===== src/rtl/sobel_grad.sv =====
// Sobel gradient stage: shifts in 3-pixel columns, forms a 3x3 window and emits
// a saturated |gx|+|gy| magnitude plus a 2-bit quantized direction per window.
module sobel_grad #(
    parameter int BIT_LENGTH = 5,
    parameter int MAG_SHIFT  = 2
) (
    input  logic                  clk,
    input  logic                  reset,
    input  logic                  enable,
    input  logic [BIT_LENGTH-1:0] pixel_in0,
    input  logic [BIT_LENGTH-1:0] pixel_in1,
    input  logic [BIT_LENGTH-1:0] pixel_in2,
    output logic [BIT_LENGTH-1:0] mag_out,
    output logic [1:0]            angle_out,
    output logic                  readable
);
    localparam int GW = BIT_LENGTH + 3;
    localparam int SW = BIT_LENGTH + 4;
    localparam int AW = BIT_LENGTH + 7;
    localparam logic [SW-1:0] MAG_MAX = SW'((1 << BIT_LENGTH) - 1);

    // state   | meaning
    // LOAD    | idle, waiting for the first column
    // OPERATE | one column accepted per enabled cycle
    // FLUSH   | two cycles with no input while S1/S2 drain
    // OVER    | stream finished, outputs zero until reset
    typedef enum logic [1:0] {LOAD, OPERATE, FLUSH, OVER} state_t;

    state_t                     state;
    logic [1:0]                 col_cnt;
    logic                       flush_cnt;
    logic [2:0][BIT_LENGTH-1:0] col0, col1, col2;
    logic signed [GW-1:0]       gx_w, gy_w, gx_q, gy_q;
    logic                       v1;
    logic [GW-1:0]              ax, ay;
    logic [SW-1:0]              sum;
    logic [AW-1:0]              ax_w, ay_w;
    logic [BIT_LENGTH-1:0]      mag;
    logic [1:0]                 angle;
    logic                       accept;

    function automatic logic signed [GW-1:0] ext(input logic [BIT_LENGTH-1:0] p);
        return $signed({3'b000, p});
    endfunction

    assign accept = enable && (state == LOAD || state == OPERATE);

    always_ff @(posedge clk or posedge reset) begin
        if (reset) begin
            state     <= LOAD;
            col_cnt   <= 2'd0;
            flush_cnt <= 1'b0;
            col0      <= '0;
            col1      <= '0;
            col2      <= '0;
        end else begin
            case (state)
                LOAD: begin
                    if (enable) state <= OPERATE;
                end
                OPERATE: begin
                    if (!enable) begin
                        state     <= FLUSH;
                        flush_cnt <= 1'b1;
                    end
                end
                FLUSH: begin
                    if (flush_cnt == 1'b0) state <= OVER;
                    else                   flush_cnt <= flush_cnt - 1'b1;
                end
                OVER: begin
                    col0    <= '0;
                    col1    <= '0;
                    col2    <= '0;
                    col_cnt <= 2'd0;
                end
                default: state <= OVER;
            endcase
            if (accept) begin
                col0 <= col1;
                col1 <= col2;
                col2 <= {pixel_in2, pixel_in1, pixel_in0};
                if (col_cnt != 2'd3) col_cnt <= col_cnt + 2'd1;
            end
        end
    end

    always_comb begin
        gx_w = (ext(col2[0]) + (ext(col2[1]) <<< 1) + ext(col2[2]))
             - (ext(col0[0]) + (ext(col0[1]) <<< 1) + ext(col0[2]));
        gy_w = (ext(col0[2]) + (ext(col1[2]) <<< 1) + ext(col2[2]))
             - (ext(col0[0]) + (ext(col1[0]) <<< 1) + ext(col2[0]));
    end

    // S1: only windows seen while streaming are valid; FLUSH/OVER drain only
    always_ff @(posedge clk or posedge reset) begin
        if (reset) begin
            gx_q <= '0;
            gy_q <= '0;
            v1   <= 1'b0;
        end else begin
            gx_q <= gx_w;
            gy_q <= gy_w;
            v1   <= (state == OPERATE) && (col_cnt == 2'd3);
        end
    end

    always_comb begin
        ax    = gx_q[GW-1] ? -gx_q : gx_q;
        ay    = gy_q[GW-1] ? -gy_q : gy_q;
        sum   = ({1'b0, ax} + {1'b0, ay}) >> MAG_SHIFT;
        mag   = (sum > MAG_MAX) ? MAG_MAX[BIT_LENGTH-1:0] : sum[BIT_LENGTH-1:0];
        ax_w  = {{(AW-GW){1'b0}}, ax};
        ay_w  = {{(AW-GW){1'b0}}, ay};
        // tan(22.5) ~ 2/5 and tan(67.5) ~ 5/2 split the four direction bins
        angle = 2'b01;
        if (((ay_w << 2) + ay_w) <= (ax_w << 1))
            angle = 2'b00;
        else if ((ay_w << 1) >= ((ax_w << 2) + ax_w))
            angle = 2'b10;
        else if (gx_q[GW-1] == gy_q[GW-1])
            angle = 2'b11;
    end

    always_ff @(posedge clk or posedge reset) begin
        if (reset) begin
            mag_out   <= '0;
            angle_out <= 2'b00;
            readable  <= 1'b0;
        end else begin
            mag_out   <= v1 ? mag : '0;
            angle_out <= v1 ? angle : 2'b00;
            readable  <= v1;
        end
    end
endmodule


===== config.mk =====
export PLATFORM = sky130hd
export DESIGN_NAME = sobel_grad
export DESIGN_NICKNAME = d
export VERILOG_FILES = /design/src/rtl/sobel_grad.sv
export SDC_FILE = /design/constraint.sdc
export NUM_CORES = 1
export LEC_CHECK = 0
export ABC_AREA = 1
export ABC_CLOCK_PERIOD_IN_PS = 5800
export CAP_MARGIN = 20
export CORE_ASPECT_RATIO = 1.75
export CORE_UTILIZATION = 55
export CTS_CLUSTER_DIAMETER = 40
export CTS_CLUSTER_SIZE = 25
export DETAILED_ROUTE_END_ITERATION = 12
export MAX_ROUTING_LAYER = met4
export PLACE_DENSITY = 0.77
export SLEW_MARGIN = 20
export SYNTH_ARGS = -nofsm -noshare
export SYNTH_HDL_FRONTEND = slang
export SYNTH_SLANG_ARGS = --single-unit

===== constraint.sdc =====
create_clock -name clk -period 5.8 [get_ports clk]
set_input_delay 1.16 -clock clk [delete_from_list [all_inputs] [get_ports clk]]
set_output_delay 1.16 -clock clk [all_outputs]
set_load 0.02 [all_outputs]

==> results by group, run 1 <==
Worst hold path
  – Hold_sp: v1
  – Worst hold path depth: 0
  – WHS Endpoint: readable
  – Min-Delay Path Class: reg2reg

Die
  – Die outline height: 135 um
  – Starting Density: 0.564
  – Ports: 26
  – Cell row count: 48
  – Core box area: 9850 um^2
  – Die area: 10500 um^2
  – Horiz. Die Dim: 77.9 um

Synthesis
  – Post-synthesis simple-gate area fraction: 0.159
  – Distinct cells, synth: 38
  – Post-synthesis xor/xnor area fraction: 0.0347
  – Post-synth top area share: 0.338
  – Register bit count reported by yosys: 75
  – Post-synthesis sequential area ratio: 0.338
  – Post-synthesis mux area share: 0
  – Top cell type by total area after synthesis: dfrtp_1
  – Synth Warn #: 0
  – Mean Syn Cell Area: ~9.0 um^2
  – Synth Area in Compound Gates: 0.100
  – Synth Area in Adders: 0.266
  – Syn Nets: 731
  – Largest family of logic cells by synthesized area: adder cells
  – Main area contributors after synthesis: dfrtp_1 (34%), fa_1 (14%), ha_1 (12%)
  – Mapped Area: roughly 5600 um^2
  – Cells after Synth: approximately 620

Finish
  – Nets@finish: 759
  – Reg area: 1880 um^2
  – Antenna Diode Count: 0
  – Share of cells above drive strength 1: 0.0799
  – Final Util: 0.636
  – Syn-to-layout area delta: 12.8%
  – Area of the multi-input gates: 3120 um^2
  – # fillers: between 700 and 800

Timing
  – Worst slew pin tran: slightly below 1 ns
  – Setup violations, final: 0
  – Worst slew margin: 0.338
  – RSZ-0062 raised after global routing: false
  – Crit path time final: 3.61 ns
  – Final setup TNS: 0 ns
  – Ratio of final minimum period to clock period: 0.623
  – Final Hold Viols: 0
  – Clock Skew: 0.00593 ns
  – Pins Over Slew Limit: 0
  – Peak Freq: ~280 MHz

CTS
  – Resized cells post-CTS: 0
  – Clock latency on the worst-skew pair: 0.34 ns
  – Worst-path clk slew: ~0.060 ns
  – CTS root buf: clkbuf_16
  – H-tree depth: 3
  – Clock Sinks: 75
  – TritonCTS clock tree: done
  – Post-CTS setup buffer count: 0
  – Cts hold-fix bufs: 0
  – Clock buffer count from CTS: 9
  – Clock Path Buffers: 2

Detailed routing
  – DRT antenna net count: 0
  – Vias per cell: 5.38
  – Routed WL per cell: approximately 14 um
  – 1st-pass router iterations: 4
  – Iteration-0 DRC Markers: roughly 120
  – DRC Markers: 0
  – Total Wirelength: 10900 um
  – DR vias: 4172

GRT
  – Grt ovf: 0
  – Total GRT Usage: 0.243
  – First-pass GRT wire length: 19100 um
  – Met2 Track Usage GR: 0.437
  – Initial antenna violation count: 0
  – Most Crowded Layer GR: met2
  – Met3 GRT Util: 0.0466
  – Largest net degree at the start of global routing: 62
  – Vias in the first global route: 4342
  – Met1 GRT Util: 0.244

Setup path
  – Crit path DAT: 3.84 ns
  – CP Max Fanout: 9
  – Reg2Reg Depth: 18
  – RR Endpoint: angle_out[1]
  – Startpoint Class: flip-flop
  – Flop2flop setup slack: 2.19 ns
  – Worst flop-to-flop path startpoint: gx_q[7]
  – Cell Chain, Critical Path: inv_1 -> or2_2 -> xor2_1 -> inv_1 -> fa_1 -> o21ai_1 -> nand2_1 -> o211ai_1 -> inv_1 -> nor2_1 -> ha_1 -> a21boi_0 -> nand2_1 -> nand2_1 -> nand2_1 -> nand2_1 -> nand2_1 -> nor2_1
  – CP most frequent cell: nand2_1
  – CP endpoint kind: flip-flop
  – Crit path required time: around 6 ns
  – Setup CP Type: reg2reg
  – Crit-path slowest cell: dfrtp_1
  – Crit-path max cell delay: 0.53 ns

Placed design
  – PortBufs: 25
  – Hpwl dp: about 8700 um
  – GPL Wtd Cong: 0.930

Job
  – MaxCap Viol Count: 0

Run status
  – Run status: finished, final reports clean
## critical path, delay by kind of cell, from the launching register on
family / cells / cell delay, ns
compound gates: 3 / 0.63
fa+ha+maj: 2 / 0.69
flops: 1 / 0.53
xor+xnor: 1 / 0.40
buf+inv: 3 / 0.38
simple gates: 9 / 0.88
## Yosys cell counts
master / number
a21boi_0: 1
or2_2: 2
a21oi_1: 19
o21ai_2: 1
a31oi_1: 1
o21ai_0: 28
ha_1: 54
a22oi_1: 1
xor2_1: 15
a211oi_1: 4
nand3_1: 39
o21ai_1: 2
clkbuf_1: 10
nand2_1: 77
nand3_2: 6
o221ai_1: 1
o31ai_1: 2
nor2_1: 30
and2_1: 1
nor4_1: 1
nor3_1: 2
nor2_2: 4
fa_1: 40
inv_2: 2
dfrtp_1: 75
a21o_1: 3
xnor2_1: 7
nand2_4: 3
buf_4: 1
o211ai_1: 1
nand3b_1: 2
or2_1: 1
buf_6: 1
o22ai_1: 30
inv_1: 133
nand2_2: 14
a221o_1: 1
nand4_1: 4
## logic make-up after synthesis
group	after synthesis
AOI/OAI and AO/OA	95
xor gates and xnor gates	22
adders and majority gates	94
buffers and inverters	147
DFF	75
and+or+nand+nor	186
## sequential cells by signal, indices dropped and copies added (netlist names)
name,flops
v1,1
angle_out,2
col1,15
readable,1
flush_cnt,1
gx_q,8
col2,15
col_cnt,2
col0,15
state,2
mag_out,5
gy_q,8
## final cells by class
class	instances	share of cell area
clock inverter	4	0.0120
tap	125	0.0250
multi-input combinational	397	0.499
clock buffer	11	0.0388
timing repair buffer	29	0.0448
sequential	75	0.300
inverter	135	0.0810
## cells in the final DEF (no fill, tap or decap), types with 2 or more instances in the layout
cell type        count
inv_1              132
nand2_1             77
dfrtp_1             75
ha_1                54
fa_1                40
nand3_1             39
nor2_1              30
o22ai_1             30
o21ai_0             28
clkdlybuf4s50_1     25
a21oi_1             19
xor2_1              15
nand2_2             14
clkbuf_16            9
xnor2_1              7
nand3_2              6
nor2_2               4
a211oi_1             4
nand4_1              4
buf_4                4
nand2_4              3
inv_2                3
a21o_1               3
o31ai_1              2
nand3b_1             2
nor3_1               2
or2_2                2
bufinv_16            2
clkinvlp_4           2
## through the flow
stage	instance area, um^2	cells	hold WS, ns	setup WS, ns
final	6260	776	0.489	2.19
after global routing	6260	776	0.520	1.96
after CTS	6260	776	0.494	2.21
after detailed placement	5940	761	0.478	2.27
after global placement	5940	761	0.474	2.34
after floorplan	5550	619	0.408	2.56
## worst max-delay path by stage
stage | start | to | slack, ns
after floorplan | col2[2] | gy_q[6] | 2.56
after global placement | enable | col0[1] | 2.34
after detailed placement | enable | col1[8] | 2.27
after CTS | gx_q[7] | angle_out[1] | 2.21
after global routing | gx_q[7] | angle_out[1] | 1.96
final | gx_q[7] | angle_out[1] | 2.19
## metal layers
metal / share of wire / routed length [um]
met1: 0.36 / 3970
met2: 0.55 / 6040
met3: 0.030 / 326
met4: 0.052 / 565
met5: 0 / 0
Power of run 1 is not shown: default switching activity piles up to over one toggle a cycle in this logic, so the estimate is an artifact.
==> run 2, diff against run 1 <==
ABC_CLOCK_PERIOD_IN_PS = 3150   (was 5800)
PLACE_DENSITY = 0.8   (was 0.77)
clock period = 3.15 ns   (was 5.8 ns; I/O delays follow)
==> results by group, run 2 (synthesis gave the netlist of run 1 again) <==
Run status
  – Run status: finished, violations left (was finished, final reports clean)
  – Violated checks: setup timing

Timing
  – RSZ-0062 raised after global routing: true (was false)
  – Worst slew margin: 0.636 (was 0.338)
  – Pins Over Slew Limit: 0 (unchanged)
  – Setup WS post-layout: -0.108 ns (was 2.19 ns)
  – Clock Skew: 0.00894 ns (was 0.00593 ns)
  – Crit path time final: 3.26 ns (was 3.61 ns)
  – Peak Freq: 307 MHz (was 277 MHz)
  – Worst slew pin tran: 0.547 ns (was 0.990 ns)
  – Ratio of final minimum period to clock period: 1.03 (was 0.623)
  – Final Hold Viols: 0 (unchanged)
  – Setup violations, final: 3 (was 0)

Finish
  – Most common cell after layout, fill and taps aside: inv_1 (unchanged)
  – Nets@finish: 806 (was 759)
  – # fillers: 665 (was 785)
  – Commonest cells after routing, fill and taps aside: inv_1 (120), dfrtp_1 (74), nand2_1 (69), buf_4 (47), ha_1 (42) (was inv_1 (132), nand2_1 (77), dfrtp_1 (75), ha_1 (54), fa_1 (40))
  – Area of the multi-input gates: 3380 um^2 (was 3120 um^2)
  – Syn-to-layout area delta: 24.8% (was 12.8%)
  – Antenna Diode Count: 0 (unchanged)
  – Largest regs: col0: 15 flops, col1: 15 flops, col2: 15 flops (unchanged)
  – Share of cells above drive strength 1: 0.220 (was 0.0799)
  – Reg area: 1880 um^2 (about the same)

Placed design
  – Hpwl dp: 9850 um (was 8670 um)
  – Worst setup slack after placement: -0.163 ns (was 2.27 ns)
  – GPL Wtd Cong: 0.895 (was 0.930)
  – PortBufs: 25 (unchanged)

CTS
  – Cts hold-fix bufs: 0 (unchanged)
  – H-tree depth: 3 (unchanged)
  – Clock Path Buffers: 2 (unchanged)
  – Worst-path clk slew: 0.06 ns (about the same)
  – Clock buffer count from CTS: 9 (unchanged)
  – TritonCTS clock tree: done (unchanged)
  – CTS root buf: clkbuf_16 (unchanged)
  – Clock Sinks: 75 (unchanged)
  – Clock latency on the worst-skew pair: 0.34 ns (about the same)

Setup path
  – Setup CP Type: reg2reg (unchanged)
  – Crit path required time: 3.38 ns (was 6.03 ns)
  – Reg2Reg Depth: 12 (was 18)
  – Flop2flop setup slack: -0.11 ns (was 2.19 ns)
  – RR Endpoint: gy_q[6] (was angle_out[1])
  – Startpoint Class: flip-flop (unchanged)
  – Crit path DAT: 3.49 ns (was 3.84 ns)
  – Crit path capture: gy_q[6] (was angle_out[1])
  – CP endpoint kind: flip-flop (unchanged)
  – Worst Setup SP: col0[13] (was gx_q[7])
  – CP Max Fanout: 3 (was 9)
  – Worst flop-to-flop path startpoint: col0[13] (was gx_q[7])

GRT
  – Largest net degree at the start of global routing: 67 (was 62)
  – Total GRT Usage: 0.279 (was 0.243)
  – Vias in the first global route: 4792 (was 4342)
  – Initial antenna violation count: 0 (unchanged)
  – Grt ovf: 0 (unchanged)
  – First-pass GRT wire length: 21500 um (was 19100 um)

Detailed routing
  – 1st-pass router iterations: 4 (unchanged)
  – Iteration-0 DRC Markers: 231 (was 115)
  – DR vias: 4551 (was 4172)
  – Total Wirelength: 14000 um (was 10900 um)
  – Routed WL per cell: 17.0 um (was 14.1 um)
  – DRC Markers: 0 (unchanged)
  – DRT antenna net count: 0 (unchanged)
  – Vias per cell: 5.52 (was 5.38)

Die
  – Horiz. Die Dim: 77.9 um (unchanged)
  – Die area: 10500 um^2 (unchanged)
  – Starting Density: 0.564 (unchanged)
  – Cell row count: 48 (unchanged)
  – Die outline height: 135 um (unchanged)
  – Core box area: 9850 um^2 (unchanged)
  – Ports: 26 (unchanged)

Job
  – MaxCap Viol Count: 0 (unchanged)

Worst hold path
  – Min-Delay Path Class: reg2reg (unchanged)
[run 2: changes by cell type in the layout (fill, tap and decap cells not counted), sizes merged]
cell / previous run / this run
clkbuf: 11 / 10
clkinvlp: 2 / 1
buf: 4 / 51
bufinv: 2 / 3
inv: 135 / 136
clkinv: 0 / 1
[run 2: how the worst min path moves through the flow]
| stage | depth (start not counted) | endpoint | slack, ns | startpoint |
|---|---|---|---|---|
| final | 0 | readable | 0.46 | v1 |
| after global routing | 0 | readable | 0.50 | v1 |
| after CTS | 0 | readable | 0.47 | v1 |
| after detailed placement | 0 | readable | 0.45 | v1 |
| after global placement | 0 | readable | 0.45 | v1 |
| after floorplan | 0 | readable | 0.41 | v1 |
[run 2: cell type report]
| type | instances | area share |
|---|---|---|
| Tap cell | 125 | 0.0226 |
| Multi-Input combinational cell | 397 | 0.489 |
| Timing Repair Buffer | 76 | 0.0949 |
| Clock inverter | 6 | 0.0161 |
| Inverter | 135 | 0.0735 |
| Clock buffer | 10 | 0.0331 |
| Sequential cell | 75 | 0.271 |
[run 2: worst max-delay path, cell delays in order (launching register included)]
cell and delay [ns]:
dfrtp_1 0.39, buf_6 0.12, fa_1 0.57, fa_1 0.45
fa_1 0.58, ha_4 0.24, nand2_4 0.06, nor2_2 0.04
a211oi_2 0.24, nor2_1 0.08, o21ai_1 0.13, nand2_1 0.08
xor2_1 0.14
[run 2: through the flow]
step           cells  TNS, ns  instance area (um^2)   util  hold slack [ns]
2_1_floorplan    619        0                  5560      -            0.408
3_3_place_gp     795  -0.0797                  6210  0.631            0.448
3_5_place_dp     795   -0.700                  6210  0.631            0.449
4_1_cts          816  -0.0695                  6660  0.676            0.471
5_1_grt          824   -0.994                  6930  0.703            0.504
6_report         824   -0.210                  6930  0.703            0.464
[run 2: what timing repair did]
action                                  in CTS  in global routing
gates resized for setup                     22                 50
setup buffers                                5                 10
endpoints found under the setup margin       8                 10
pin swaps                                   14                 49
[run 2: per-layer routing]
| metal | wire length [um] | track usage |
|---|---|---|
| met5 | 0 | - |
| met4 | 902 | 0.204 |
| met3 | 396 | 0.0385 |
| met2 | 8050 | 0.526 |
| met1 | 4670 | 0.247 |
Power of run 2 is left out for the same reason.
